### config.mk
export PLATFORM = sky130hd
export DESIGN_NAME = fft_seq
export DESIGN_NICKNAME = d
export VERILOG_FILES = /design/src/rtl/fft_seq.sv
export SDC_FILE = /design/constraint.sdc
export NUM_CORES = 1
export LEC_CHECK = 0
export CAP_MARGIN = 20
export CELL_PAD_IN_SITES_DETAIL_PLACEMENT = 1
export CELL_PAD_IN_SITES_GLOBAL_PLACEMENT = 1
export CORE_MARGIN = 2
export CORE_UTILIZATION = 37
export CTS_BUF_LIST = sky130_fd_sc_hd__clkbuf_16
export DETAILED_ROUTE_END_ITERATION = 16
export PLACE_DENSITY_LB_ADDON = 0.1
export SLEW_MARGIN = 20
export SYNTH_ARGS = -nofsm -noshare
export SYNTH_HDL_FRONTEND = slang
export SYNTH_SLANG_ARGS = --single-unit
### constraint.sdc
create_clock -name clk -period 1.7 [get_ports clk]
set_input_delay 0.255 -clock clk [delete_from_list [all_inputs] [get_ports clk]]
set_output_delay 0.255 -clock clk [all_outputs]
set_load 0.03 [all_outputs]
### src/rtl/fft_seq.sv
// Radix-2 in-place FFT butterfly sequencer: walks stages and butterflies,
// issuing operand addresses and twiddle indices, with a drain gap after each stage.
module fft_seq #(
  parameter int N_LOG2 = 3,
  parameter int BF_LAT = 2
) (
  input  logic                        clk,
  input  logic                        rst_n,
  input  logic                        start,
  input  logic                        stall,
  output logic                        busy,
  output logic                        done,
  output logic                        bf_valid,
  output logic [N_LOG2-1:0]           addr_a,
  output logic [N_LOG2-1:0]           addr_b,
  output logic [N_LOG2-2:0]           tw_idx,
  output logic [$clog2(N_LOG2)-1:0]   stage
);

  // state | meaning
  // IDLE  | waiting for start
  // ISSUE | one butterfly per non-stalled cycle, k ascending
  // GAP   | BF_LAT-cycle drain between stages
  // DONE  | one-cycle completion pulse
  typedef enum logic [1:0] {IDLE, ISSUE, GAP, DONE} state_t;

  localparam int KW = N_LOG2 - 1;
  localparam int SW = $clog2(N_LOG2);
  localparam logic [KW-1:0] K_LAST   = {KW{1'b1}};
  localparam logic [SW-1:0] S_LAST   = SW'(N_LOG2 - 1);
  localparam logic [2:0]    GAP_LOAD = 3'(BF_LAT - 1);

  state_t          state, state_nx;
  logic [KW-1:0]   k, k_nx;
  logic [SW-1:0]   s, s_nx;
  logic [2:0]      gap_cnt, gap_nx;

  always_ff @(posedge clk) begin
    if (!rst_n) begin
      state   <= IDLE;
      k       <= '0;
      s       <= '0;
      gap_cnt <= '0;
    end else begin
      state   <= state_nx;
      k       <= k_nx;
      s       <= s_nx;
      gap_cnt <= gap_nx;
    end
  end

  always_comb begin
    state_nx = state;
    k_nx     = k;
    s_nx     = s;
    gap_nx   = gap_cnt;
    case (state)
      IDLE: begin
        if (start) begin
          state_nx = ISSUE;
          k_nx     = '0;
          s_nx     = '0;
        end
      end
      ISSUE: begin
        if (!stall) begin
          if (k == K_LAST) begin
            state_nx = GAP;
            k_nx     = '0;
            gap_nx   = GAP_LOAD;
          end else begin
            k_nx = k + KW'(1);
          end
        end
      end
      GAP: begin
        if (!stall) begin
          if (gap_cnt == 3'd0) begin
            if (s == S_LAST) begin
              state_nx = DONE;
            end else begin
              state_nx = ISSUE;
              s_nx     = s + SW'(1);
            end
          end else begin
            gap_nx = gap_cnt - 3'd1;
          end
        end
      end
      DONE: begin
        if (!stall) begin
          state_nx = IDLE;
          s_nx     = '0;
        end
      end
      default: state_nx = IDLE;
    endcase
  end

  // Addresses: clear bit s of k's position by shifting the group index up one place
  logic [N_LOG2-1:0] k_ext, span, pos, a_calc, tw_full;

  always_comb begin
    k_ext   = N_LOG2'(k);
    span    = N_LOG2'(1) << s;
    pos     = k_ext & (span - N_LOG2'(1));
    a_calc  = (((k_ext >> s) << s) << 1) | pos;
    tw_full = pos << (S_LAST - s);
  end

  // Outputs are gated by rst_n so they read zero while reset is held
  always_comb begin
    bf_valid = rst_n && (state == ISSUE);
    busy     = rst_n && ((state == ISSUE) || (state == GAP));
    done     = rst_n && (state == DONE);
    addr_a   = bf_valid ? a_calc : '0;
    addr_b   = bf_valid ? (a_calc | span) : '0;
    tw_idx   = bf_valid ? tw_full[N_LOG2-2:0] : '0;
    stage    = busy ? s : '0;
  end

endmodule

-- Yosys cells after proc, flatten, opt, wreduce, memory -nomap -nowiden
Cells that the tools add are included.
- input bits: 4
- register bits: 9
- shifts and indexed selects: 4
- bitwise gates (word level): 3
- equal/unequal tests: 13
- muxes and demuxes: 25
- reduce and logical (&&, ||, !) cells: 13
- $add $sub $neg: 5
- operator list (kind ; count):
    $mux W2 ; 15
    $mux W3 ; 6
    $ne A2 B2 Y1 const B ; 8
    $reduce_and A6 Y1 ; 2
    $eq A2 B2 Y1 const B ; 4
    $pmux W2 S4 ; 1
    $or A3 B3 Y3 ; 2
    $pmux W2 S3 ; 1
    $pmux W3 S2 ; 1
    $shl A3 B2 Y2 ; 2
    $sub A3 B1 Y3 const B ; 2
    $reduce_and A5 Y1 ; 1
    $add A2 B1 Y2 const B ; 2
    $pmux W2 S2 ; 1
    $reduce_bool A2 Y1 ; 2
    $and A2 B3 Y3 ; 1
    $logic_and A1 B1 Y1 ; 3
    $logic_not A3 Y1 ; 1
    $reduce_and A3 Y1 ; 1
    $reduce_bool A3 Y1 ; 1
    $shl A1 B2 Y3 const A ; 1
    $shr A2 B2 Y3 ; 1
    $eq A2 B1 Y1 const B ; 1
    $logic_not A2 Y1 ; 1
    other kinds (2) ; 2

-- Longest topological paths before layout
Gate-level depths: netlist of run 1.
- depth in word-level cells: 6
- mapped depth: 7
- depth with buffers taken out: 6

-- Worst setup path after synthesis of run 1
OpenSTA, ideal clock, no wires.
- kind: register to output
- start: register state[1]
- end: output tw_idx[0]
- setup slack: -0.329 ns
- stages on the path, launching flop included: 7
- data arrival time: 1.774 ns
- buffers on the path: 0
- cell sequence: dfxtp_1 -> inv_1 -> ha_1 -> nand2_1 -> inv_2 -> and2_1 -> and3_1
- cells in the longest elaborated chain, start to end: 3
- RTL lines (what ; line ; source):
    from (decl) ; 33 ; state_t state, state_nx;
    from (signal assigned) ; 45 ; state <= state_nx;
    $eq A2 B1 Y1 ; 113 ; bf_valid = rst_n && (state == ISSUE);
    $logic_and A1 B1 Y1 ; 113 ;
    named net bf_valid ; 13 ; output logic bf_valid,
    $mux W2 ; 118 ; tw_idx = bf_valid ? tw_full[N_LOG2-2:0] : '0;
    to (decl) ; 16 ; output logic [N_LOG2-2:0] tw_idx,
The timed path passes the listed nets, and every way through them passes these cells.

-- Worst setup path after layout of run 1
- start: register s[1]
- end: output addr_b[1]
- cells in the longest elaborated chain, start to end: 6
- elaborated cells on any way between the ends: 8
- classes of those cells: 1 x add/sub; 3 x shift; 1 x mux; 3 x bitwise
- RTL lines (what ; line ; source):
    from (decl) ; 35 ; logic [SW-1:0] s, s_nx;
    from (signal assigned) ; 47 ; s <= s_nx;
    $shl A1 B2 Y3 ; 105 ; span = N_LOG2'(1) << s;
    $sub A3 B1 Y3 ; 106 ; pos = k_ext & (span - N_LOG2'(1));
    $and A2 B3 Y3 ; 106 ;
    $or A3 B3 Y3 ; 107 ; a_calc = (((k_ext >> s) << s) << 1) | pos;
    $or A3 B3 Y3 * ; 117 ; addr_b = bf_valid ? (a_calc | span) : '0;
    $mux W3 * ; 117 ;
    to (decl) ; 15 ; output logic [N_LOG2-1:0] addr_b,
Every way passes the cells marked *; elsewhere a longest branch is shown, timed or not.

==> results.toml, run 1 <==
[outcome]
run_status = "finished clean"

[yosys]
synthDominantCellAreaShare = 0.212
synth-seq-cells = 9
syn_inst = 104
synth.yosys.warnings = 0
synth_area_leader_cell = "dfxtp_1"
async_s_r_ff_share_synth = 0
ys_top_cells_by_area = "dfxtp_1, ha_1, nand2_1, o21ai_0, mux2i_1"
synth_seq_area_share = 0.212
post_synth.cell_area_avg_um2 = 8.18
number_of_nets_produced_by_synthesis = 120
post_synth_instance_area_um2 = 851
synth_enable_flop_cells = 0
synth.distinct_cells = 36
synth-main-ff-cell = "dfxtp_1"

[hold_path]
hp-class = "in2reg"
worst_hold_path.num_cells = 3
hold_endpoint = "s[1]$_SDFFE_PN0P_"
worst_hold_startpoint = "rst_n"

[sta]
timing.hold.ws_ns = 0.398
setup_viol = 0
tightestPinTransition_ns = 0.342
clock.fmax_mhz = 593
min_clock_period_post_route_ns = 1.69
final_hold_viol_count = 0
timing.slew.headroom = 0.772
fin_worst_skew_ns = 0.00187
final_min_period_over_clock_period = 0.992
slew_viol_final = 0

[critical_path]
startpoint_type = "flip-flop"
r2r_start = "state[0]$_SDFFE_PN0P_"
regToRegSetupSlack_ns = 0.11
r2r-end = "state[0]$_SDFFE_PN0P_"
timing.critical_path.cells = "buf_4 > nand2_1 > a21boi_0 > a21oi_1 > buf_4"
worst-endpoint-required_ns = 1.44
worst_path_dominant_cell_family = "compound AO/OA/AOI/OAI gates"
critPathCaptureType = "output pin"
worst-path-max-fanout = 6
critical_path_buf_inv_count = 2
cp_common_cell = "buf_4"
worst_r2r_path_depth = 6
criticalPathCategory = "reg2out"
worst_ep_arrival_time_ns = 1.43
slowest_stage_cell_on_the_critical_path = "dfxtp_2"
cp_slowest_stage_delay_ns = 0.32

[power_and_ir_drop]
power_frac_comb = 0.560
power_switching_w = 0.000641
p_int_w = 0.00100
power.share.sequential = 0.180
sw_frac_of_total = 0.389
power-per-cell-area_nw_per_um2 = 1300
worst_ir_drop_vdd_mv = 0.636
total_leakage_power_nw = 0.574
clock_power_share = 0.259
totalPowerFinal_w = 0.00165

[die]
chipHeight_um = 52.0
floorplan.initialDensity = 0.388
number_of_rows_created_at_floorplan = 17
die-width_um = 52.0
die-area_um2 = 2700
pin_count = 17
design.core.area_um2 = 2190

[clocking]
clock-root-buffer = "clkbuf_16"
numCtsBuffers = 3
cts_tree = "yes"
clock_tree.htree_level_count = 1
cts_max_path_buffers = 2
cts_num_sinks = 9
clock_transition_at_path_regs_ns = 0.04
clk-insertion-delay-late_ns = 0.24

[drt]
dr.first_iter.drc_count = 1
via_count = 855
vias_per_cell = 5.18
wl_per_cell_um = 15.2
drc = 0
final_ant_viol_nets = 0
first_pass_iters = 2
route.final.wire_length_um = 2500

[cells_and_area]
n_fill_cell = 271
final_core_utilization = 0.577
num_antenna_cells = 0
layout-drive-gt1-share = 0.394
synthToLayoutAreaGrowth_pct = 48.5
multi_input_comb_area_um2 = 661
ff_latch_area_um2 = 188
total_nets_final = 154

[global_routing]
grt.overflow.total = 0
grt_start_max_net_pins = 14
grt_antenna_before_repair = 0
globalRouteTotalUtil = 0.207
grt_first_pass_wirelength_um = 4090
number_of_global_route_vias_before_repair = 890

[placement]
place_congestion = 0.712
placement.io_buffers = 16
post-dp-hpwl_um = 1910

[job]
drv.max_cap_violation_count = 0
## area by class of cell
cell class	count	area share
repair buffers	33	0.213
inverters	8	0.0257
flip-flops and latches	9	0.149
well taps	28	0.0277
multi-input cells	83	0.523
clock inverters	1	0.00297
clock buffers	3	0.0594
## worst max path at each step
stage                          startpoint                       to  slack, ns  cells after the start
CTS                 state[0]$_SDFFE_PN0P_                tw_idx[0]      0.009                      7
floorplan           state[1]$_SDFFE_PN0P_                tw_idx[0]       0.02                      6
detailed placement                  stall  gap_cnt[1]$_SDFFE_PN0P_      -0.02                      6
global placement                    stall    state[0]$_SDFFE_PN0P_       0.04                      5
global route            s[1]$_SDFFE_PN0P_                addr_b[1]      -0.04                      5
finish                  s[1]$_SDFFE_PN0P_                addr_b[1]       0.01                      5
## through the flow
step	worst slack [ns]	cells	instance area (um2)	setup TNS [ns]
5_1_grt	-0.0366	165	1260	-0.0397
3_3_place_gp	0.0365	161	1140	0
3_5_place_dp	-0.0168	161	1140	-0.0332
6_report	0.0141	165	1260	0
4_1_cts	0.00879	165	1240	0
2_1_floorplan	0.0225	104	871	0
## timing repair
action                                  CTS  global route
resized for setup                        11             8
setup buffers                             0             0
hold buffers                              0             0
pin swaps                                 1             2
endpoints found under the setup margin   13             7
## placed cells by master, fill, tap and decap left out, types with 4 or more instances in the layout
master	count
o21ai_0	7
inv_1	5
dfxtp_1	5
buf_4	27
ha_1	9
nand2_1	11
nand2b_1	4
nand3_1	5
nor2_1	7
## state kept, by name, summed over array words and instances, names as in the netlist
| name | flops |
|---|---|
| gap_cnt | 3 |
| k | 2 |
| s | 2 |
| state | 2 |
## per-layer routing
| layer | share of wire | track usage |
|---|---|---|
| met5 | 0 | 0 |
| met3 | 0.048 | 0.0575 |
| met4 | 0.019 | 0.0482 |
| met1 | 0.39 | 0.207 |
| met2 | 0.54 | 0.411 |
## logic make-up (layout without fill, tap and decap cells)
logic type | after synthesis | count (layout) | share of synthesized area
compound gates | 19 | 19 | 0.172
simple gates | 49 | 49 | 0.340
buf+inv | 12 | 45 | 0.0647
flops | 9 | 9 | 0.212
fa+ha+maj | 12 | 12 | 0.176
mux | 3 | 3 | 0.0353
## power groups by stage
stage / logic, W / clock network [W] / registers [W]
3_3_place_gp: 0.000860 / 0 / 0.000284
2_1_floorplan: 0.000560 / 0 / 0.000293
5_1_grt: 0.00101 / 0.000446 / 0.000304
6_report: 0.000922 / 0.000427 / 0.000297
4_1_cts: 0.000914 / 0.000433 / 0.000289
3_5_place_dp: 0.000887 / 0 / 0.000286
## Yosys cell counts (all sizes together) (2+ instances only)
| master | instances |
|---|---|
| a21boi | 2 |
| a21oi | 3 |
| a22oi | 2 |
| and2 | 3 |
| and3 | 4 |
| buf | 3 |
| dfxtp | 9 |
| ha | 12 |
| inv | 8 |
| mux2i | 3 |
| nand2 | 13 |
| nand2b | 5 |
| nand3 | 5 |
| nand3b | 2 |
| nor2 | 7 |
| nor2b | 4 |
| nor4 | 2 |
| o21ai | 7 |
## worst min-delay path, cell delays in order
cell and delay, ns:
dlymetal6s2s_1 0.17, nand3_1 0.10, mux2i_1 0.06
Note: power is estimated with default switching activity, not from simulation.
==> inputs of run 2 (changes only) <==
--- a/config.mk
+++ b/config.mk
@@ -12,7 +12,9 @@
 export CORE_UTILIZATION = 37
 export CTS_BUF_LIST = sky130_fd_sc_hd__clkbuf_16
 export DETAILED_ROUTE_END_ITERATION = 16
+export MAX_ROUTING_LAYER = met4
 export PLACE_DENSITY_LB_ADDON = 0.1
+export SETUP_SLACK_MARGIN = 0.02
 export SLEW_MARGIN = 20
 export SYNTH_ARGS = -nofsm -noshare
 export SYNTH_HDL_FRONTEND = slang
==> run 2 against run 1 <==
Against the previous run:
- flip-flop and latch count stayed put
- clock power is essentially flat
- routed wire length grew 1.3%
- first-iteration DRC count grew 100%
- critical path type unchanged
- sequential power about the same
- combinational power is 2% higher
- critical path depth did not move
- cell area is 1.2% higher
- non-clock buffer count rose by 2
- clock skew is essentially flat
- hold slack improved by 0.0011 ns
- sequential share of layout area is 0.17 points lower
==> results.toml, run 2 (synthesis gave the netlist of run 1 again) <==
[hold_path]
worst_hold_startpoint = "rst_n"
hp-class = "in2reg"
worst_hold_path.num_cells = 3
hold_endpoint = "s[1]$_SDFFE_PN0P_"

[outcome]
run_status = "finished clean"

[critical_path]
criticalPathCategory = "reg2out"
worst-endpoint-required_ns = 1.44
regToRegSetupSlack_ns = 0.11
worst_r2r_path_depth = 6
r2r-end = "state[0]$_SDFFE_PN0P_"
startpoint_type = "flip-flop"
r2r_start = "state[0]$_SDFFE_PN0P_"
critPathCaptureType = "output pin"
worst-path-max-fanout = 6
worst_ep_arrival_time_ns = 1.43
startpoint_of_the_worst_setup_timing_path = "s[1]$_SDFFE_PN0P_"

[power_and_ir_drop]
worst_ir_drop_vdd_mv = 0.650
total_leakage_power_nw = 0.584
totalPowerFinal_w = 0.00166
power-per-cell-area_nw_per_um2 = 1300

[cells_and_area]
flip_flop_count_of_the_largest_register_after_layout = 3
stdcell_count = 167
multi_input_comb_area_um2 = 661
ff_latch_area_um2 = 188
n_fill_cell = 275
num_antenna_cells = 0
synthToLayoutAreaGrowth_pct = 50.3
layout-drive-gt1-share = 0.403
finalInstanceArea_um2 = 1280
most-common-layout-cells = "buf_4, nand2_1, ha_1"
total_nets_final = 156
largest-register = "gap_cnt"
final_common_cell = "buf_4"

[drt]
final_ant_viol_nets = 0
first_pass_iters = 2
vias_per_cell = 5.17
drc = 0
dr.first_iter.drc_count = 2
route.final.wire_length_um = 2530
wl_per_cell_um = 15.2
via_count = 864

[die]
chipHeight_um = 52.0
die-area_um2 = 2700
die-width_um = 52.0
design.core.area_um2 = 2190
floorplan.initialDensity = 0.388
pin_count = 17
number_of_rows_created_at_floorplan = 17

[global_routing]
grt.overflow.total = 0
grt_first_pass_wirelength_um = 4090
grt_start_max_net_pins = 14
globalRouteTotalUtil = 0.212
number_of_global_route_vias_before_repair = 890
grt_antenna_before_repair = 0

[placement]
place_congestion = 0.720
dp.cells = 161
post-dp-hpwl_um = 1910
detailedPlace.worstSlack_ns = -0.0168
placement.io_buffers = 16
post_dp_cell_area_um2 = 1140

[clocking]
cts_tree = "yes"
clk-insertion-delay-late_ns = 0.24
numCtsBuffers = 3
cts_num_sinks = 9
clock_transition_at_path_regs_ns = 0.04
number_of_hold_repair_buffers_added_at_the_cts_stage = 0
cts_max_path_buffers = 2
clock-root-buffer = "clkbuf_16"
clock_tree.htree_level_count = 1

[sta]
final_critical_path_setup_slack_ns = 0.0129
slew_viol_final = 0
min_clock_period_post_route_ns = 1.69
setup_tns_ns = 0
clock.fmax_mhz = 593
final_min_period_over_clock_period = 0.992
tightestPinTransition_ns = 0.345
timing.slew.headroom = 0.769
fin_worst_skew_ns = 0.00174
unrepaired_setup_endpoints_after_global_routing = "true"
final_hold_viol_count = 0
setup_viol = 0

[job]
drv.max_cap_violation_count = 0
## run 2: changes by cell type in the layout (fill, tap and decap cells not counted)
cell and change:
buf_4 +2, o21ai_0 -1, o21ai_1 +1
## run 2: layer usage
metal	vias to the layer above	routed length, um	track usage
met1	406	981	0.209
li1	429	-	-
met4	0	46	0.0482
met2	22	1390	0.411
met5	-	0	-
met3	7	117	0.0546
## run 2: critical path, stage by stage, from the launching register on
cell and delay [ns]:
dfxtp_2 0.32, buf_4 0.15, nand2_1 0.08, a21boi_0 0.30, a21oi_1 0.15, buf_4 0.19
## run 2: power by group
group	total [W]	switching [W]	internal [W]
Combinational	0.000936	0.000487	0.000448
Sequential	0.000297	0.0000410	0.000256
Clock	0.000425	0.000116	0.000309
Total	0.00166	0.000644	0.00101
## run 2: worst max path at each step
stage / endpoint / slack (ns)
after floorplan: tw_idx[0] / 0.02
after global placement: state[0]$_SDFFE_PN0P_ / 0.04
after detailed placement: gap_cnt[1]$_SDFFE_PN0P_ / -0.02
after CTS: tw_idx[0] / 0.02
after global routing: addr_b[1] / -0.04
final: addr_b[1] / 0.01
## run 2: stage by stage
stage / util / hold WS [ns]
after floorplan: - / 0.436
after global placement: 0.519 / 0.450
after detailed placement: 0.519 / 0.510
after CTS: 0.567 / 0.516
after global routing: 0.584 / 0.461
final: 0.584 / 0.399
## run 2: timing repair
action	in CTS	in global routing
setup buffers	0	2
setup endpoints to repair	16	10
gates resized for setup	14	6
pin swaps	1	5
## run 2: area by class of cell
| class | count | area share |
|---|---|---|
| Multi-Input combinational cell | 83 | 0.517 |
| Timing Repair Buffer | 35 | 0.222 |
| Sequential cell | 9 | 0.147 |
| Clock buffer | 3 | 0.0587 |
| Tap cell | 28 | 0.0274 |
| Inverter | 8 | 0.0254 |
| Clock inverter | 1 | 0.00294 |
==> inputs of run 3 (changes only) <==
--- a/config.mk
+++ b/config.mk
@@ -13,7 +13,8 @@
 export CTS_BUF_LIST = sky130_fd_sc_hd__clkbuf_16
 export DETAILED_ROUTE_END_ITERATION = 16
 export MAX_ROUTING_LAYER = met4
-export PLACE_DENSITY_LB_ADDON = 0.1
+export PLACE_DENSITY_LB_ADDON = 0.2
+export REMOVE_ABC_BUFFERS = 1
 export SETUP_SLACK_MARGIN = 0.02
 export SLEW_MARGIN = 20
 export SYNTH_ARGS = -nofsm -noshare
==> run 3 against run 2 <==
Against the previous run:
- total power rose by 1.2%
- register-to-register slack about the same
- clock skew fell by 0.0010 ns
- count of clock-buffer cells in the layout did not move
- setup slack better by 0.055 ns
- first-iteration DRC count grew to 3.5 times the previous value
- hold slack improved by 0.065 ns
- fmax is 3.4% higher
==> results.toml, run 3 (synthesis gave the netlist of run 1 again) <==
[outcome]
run_status = "finished clean"

[cells_and_area]
final_common_cell = "buf_4"
n_fill_cell = 262
flip_flop_count_of_the_largest_register_after_layout = 3
finalInstanceArea_um2 = 1270
total_nets_final = 154
most-common-layout-cells = "buf_4, nand2_1, ha_1"
stdcell_count = 165
synthToLayoutAreaGrowth_pct = 49.4
largest-register = "gap_cnt"
layout-drive-gt1-share = 0.401
num_antenna_cells = 0

[clocking]
clock-root-buffer = "clkbuf_16"
cts_num_sinks = 9
clock_tree.htree_level_count = 1
clock_transition_at_path_regs_ns = 0.04
number_of_hold_repair_buffers_added_at_the_cts_stage = 0
cts_max_path_buffers = 2
clk-insertion-delay-late_ns = 0.24
cts_tree = "yes"
numCtsBuffers = 3

[drt]
drc = 0
dr.first_iter.drc_count = 7
route.final.wire_length_um = 2450
first_pass_iters = 4
via_count = 868
vias_per_cell = 5.26
wl_per_cell_um = 14.8
final_ant_viol_nets = 0

[sta]
final_min_period_over_clock_period = 0.960
fin_worst_skew_ns = 0.000717
tightestPinTransition_ns = 0.304
final_critical_path_setup_slack_ns = 0.0679
slew_viol_final = 0
setup_viol = 0
min_clock_period_post_route_ns = 1.63
final_hold_viol_count = 0
unrepaired_setup_endpoints_after_global_routing = "false"
clock.fmax_mhz = 613
timing.slew.headroom = 0.796

[die]
design.core.area_um2 = 2190
number_of_rows_created_at_floorplan = 17
die-area_um2 = 2700
pin_count = 17
floorplan.initialDensity = 0.388
chipHeight_um = 52.0
die-width_um = 52.0

[hold_path]
hp-class = "reg2reg"

[global_routing]
grt_antenna_before_repair = 0
grt_first_pass_wirelength_um = 4010
grt.overflow.total = 0
number_of_global_route_vias_before_repair = 923
globalRouteTotalUtil = 0.209
grt_start_max_net_pins = 18

[power_and_ir_drop]
total_leakage_power_nw = 0.564
power-per-cell-area_nw_per_um2 = 1320
worst_ir_drop_vdd_mv = 0.669

[critical_path]
worst-path-max-fanout = 3
worst_ep_arrival_time_ns = 1.38
critPathCaptureType = "output pin"
critical_path_buf_inv_count = 2
worst_path_dominant_cell_family = "simple AND/OR/NAND/NOR gates"
startpoint_type = "flip-flop"
worst-endpoint-required_ns = 1.44
slowest_stage_cell_on_the_critical_path = "dfxtp_2"
timing.critical_path.cells = "inv_1 > ha_4 > nor2b_4 > and2_4 > and3_4 > buf_6"
cp_slowest_stage_delay_ns = 0.33
criticalPathCategory = "reg2out"

[placement]
placement.io_buffers = 16
post-dp-hpwl_um = 1820
detailedPlace.worstSlack_ns = -0.0484
place_congestion = 0.793
dp.cells = 159
post_dp_cell_area_um2 = 1100

[job]
drv.max_cap_violation_count = 0
## run 3: cell types whose count changed in the layout (fill, tap and decap cells not counted), sizes merged
cell	previous run	this run
clkdlybuf4s50	2	3
dlymetal6s2s	1	0
clkinv	0	1
inv	9	8
buf	32	30
## run 3: where the power goes
group | switching (W) | internal (W)
Sequential | 0.0000515 | 0.000261
Clock | 0.000114 | 0.000311
Combinational | 0.000487 | 0.000454
Total | 0.000652 | 0.00103
## run 3: timing repair
action,4_1_cts,5_1_grt
pin swaps,2,1
buffers inserted,0,2
endpoints found under the setup margin,16,10
gates resized for setup,12,11
## run 3: path summary, 6_finish.rpt
kind | startpoint | slack (ns) | to | cells past startpoint
worst max-delay path | s[1]$_SDFFE_PN0P_ | 0.07 | tw_idx[0] | 6
worst max register to register | state[1]$_SDFFE_PN0P_ | 0.11 | state[0]$_SDFFE_PN0P_ | 5
worst min-delay path | gap_cnt[1]$_SDFFE_PN0P_ | 0.46 | gap_cnt[1]$_SDFFE_PN0P_ | 2
worst min register to register | gap_cnt[1]$_SDFFE_PN0P_ | 0.46 | gap_cnt[1]$_SDFFE_PN0P_ | 2
## run 3: worst register-to-register path, cell delays in order (launching register included)
cell	delay, ns
dfxtp_4	0.35
buf_4	0.14
ha_1	0.24
a221oi_4	0.35
nand2_2	0.10
o311a_1	0.29
## run 3: through the flow
stage | utilization | hold slack (ns) | total power, W | setup TNS, ns
2_1_floorplan | - | 0.373 | 0.000814 | -0.329
3_3_place_gp | 0.503 | 0.469 | 0.00111 | 0
3_5_place_dp | 0.503 | 0.466 | 0.00115 | -0.0566
4_1_cts | 0.555 | 0.470 | 0.00162 | 0
5_1_grt | 0.580 | 0.512 | 0.00179 | 0
6_report | 0.580 | 0.465 | 0.00168 | 0
## run 3: metal layers
metal	global-route usage	routed length, um	vias up
li1	-	-	422
met1	0.228	1120	430
met2	0.363	1250	12
met3	0.0345	54	4
met4	0.110	29	0
met5	-	0	-
## run 3: final cells by class
cell class	instances	area, um2	area share
multi-input combinational	83	671	0.528
inverter	8	32.5	0.0256
clock inverter	1	5.00	0.00394
timing repair buffer	33	263	0.207
tap	28	35.0	0.0276
clock buffer	3	75.1	0.0591
sequential	9	190	0.150
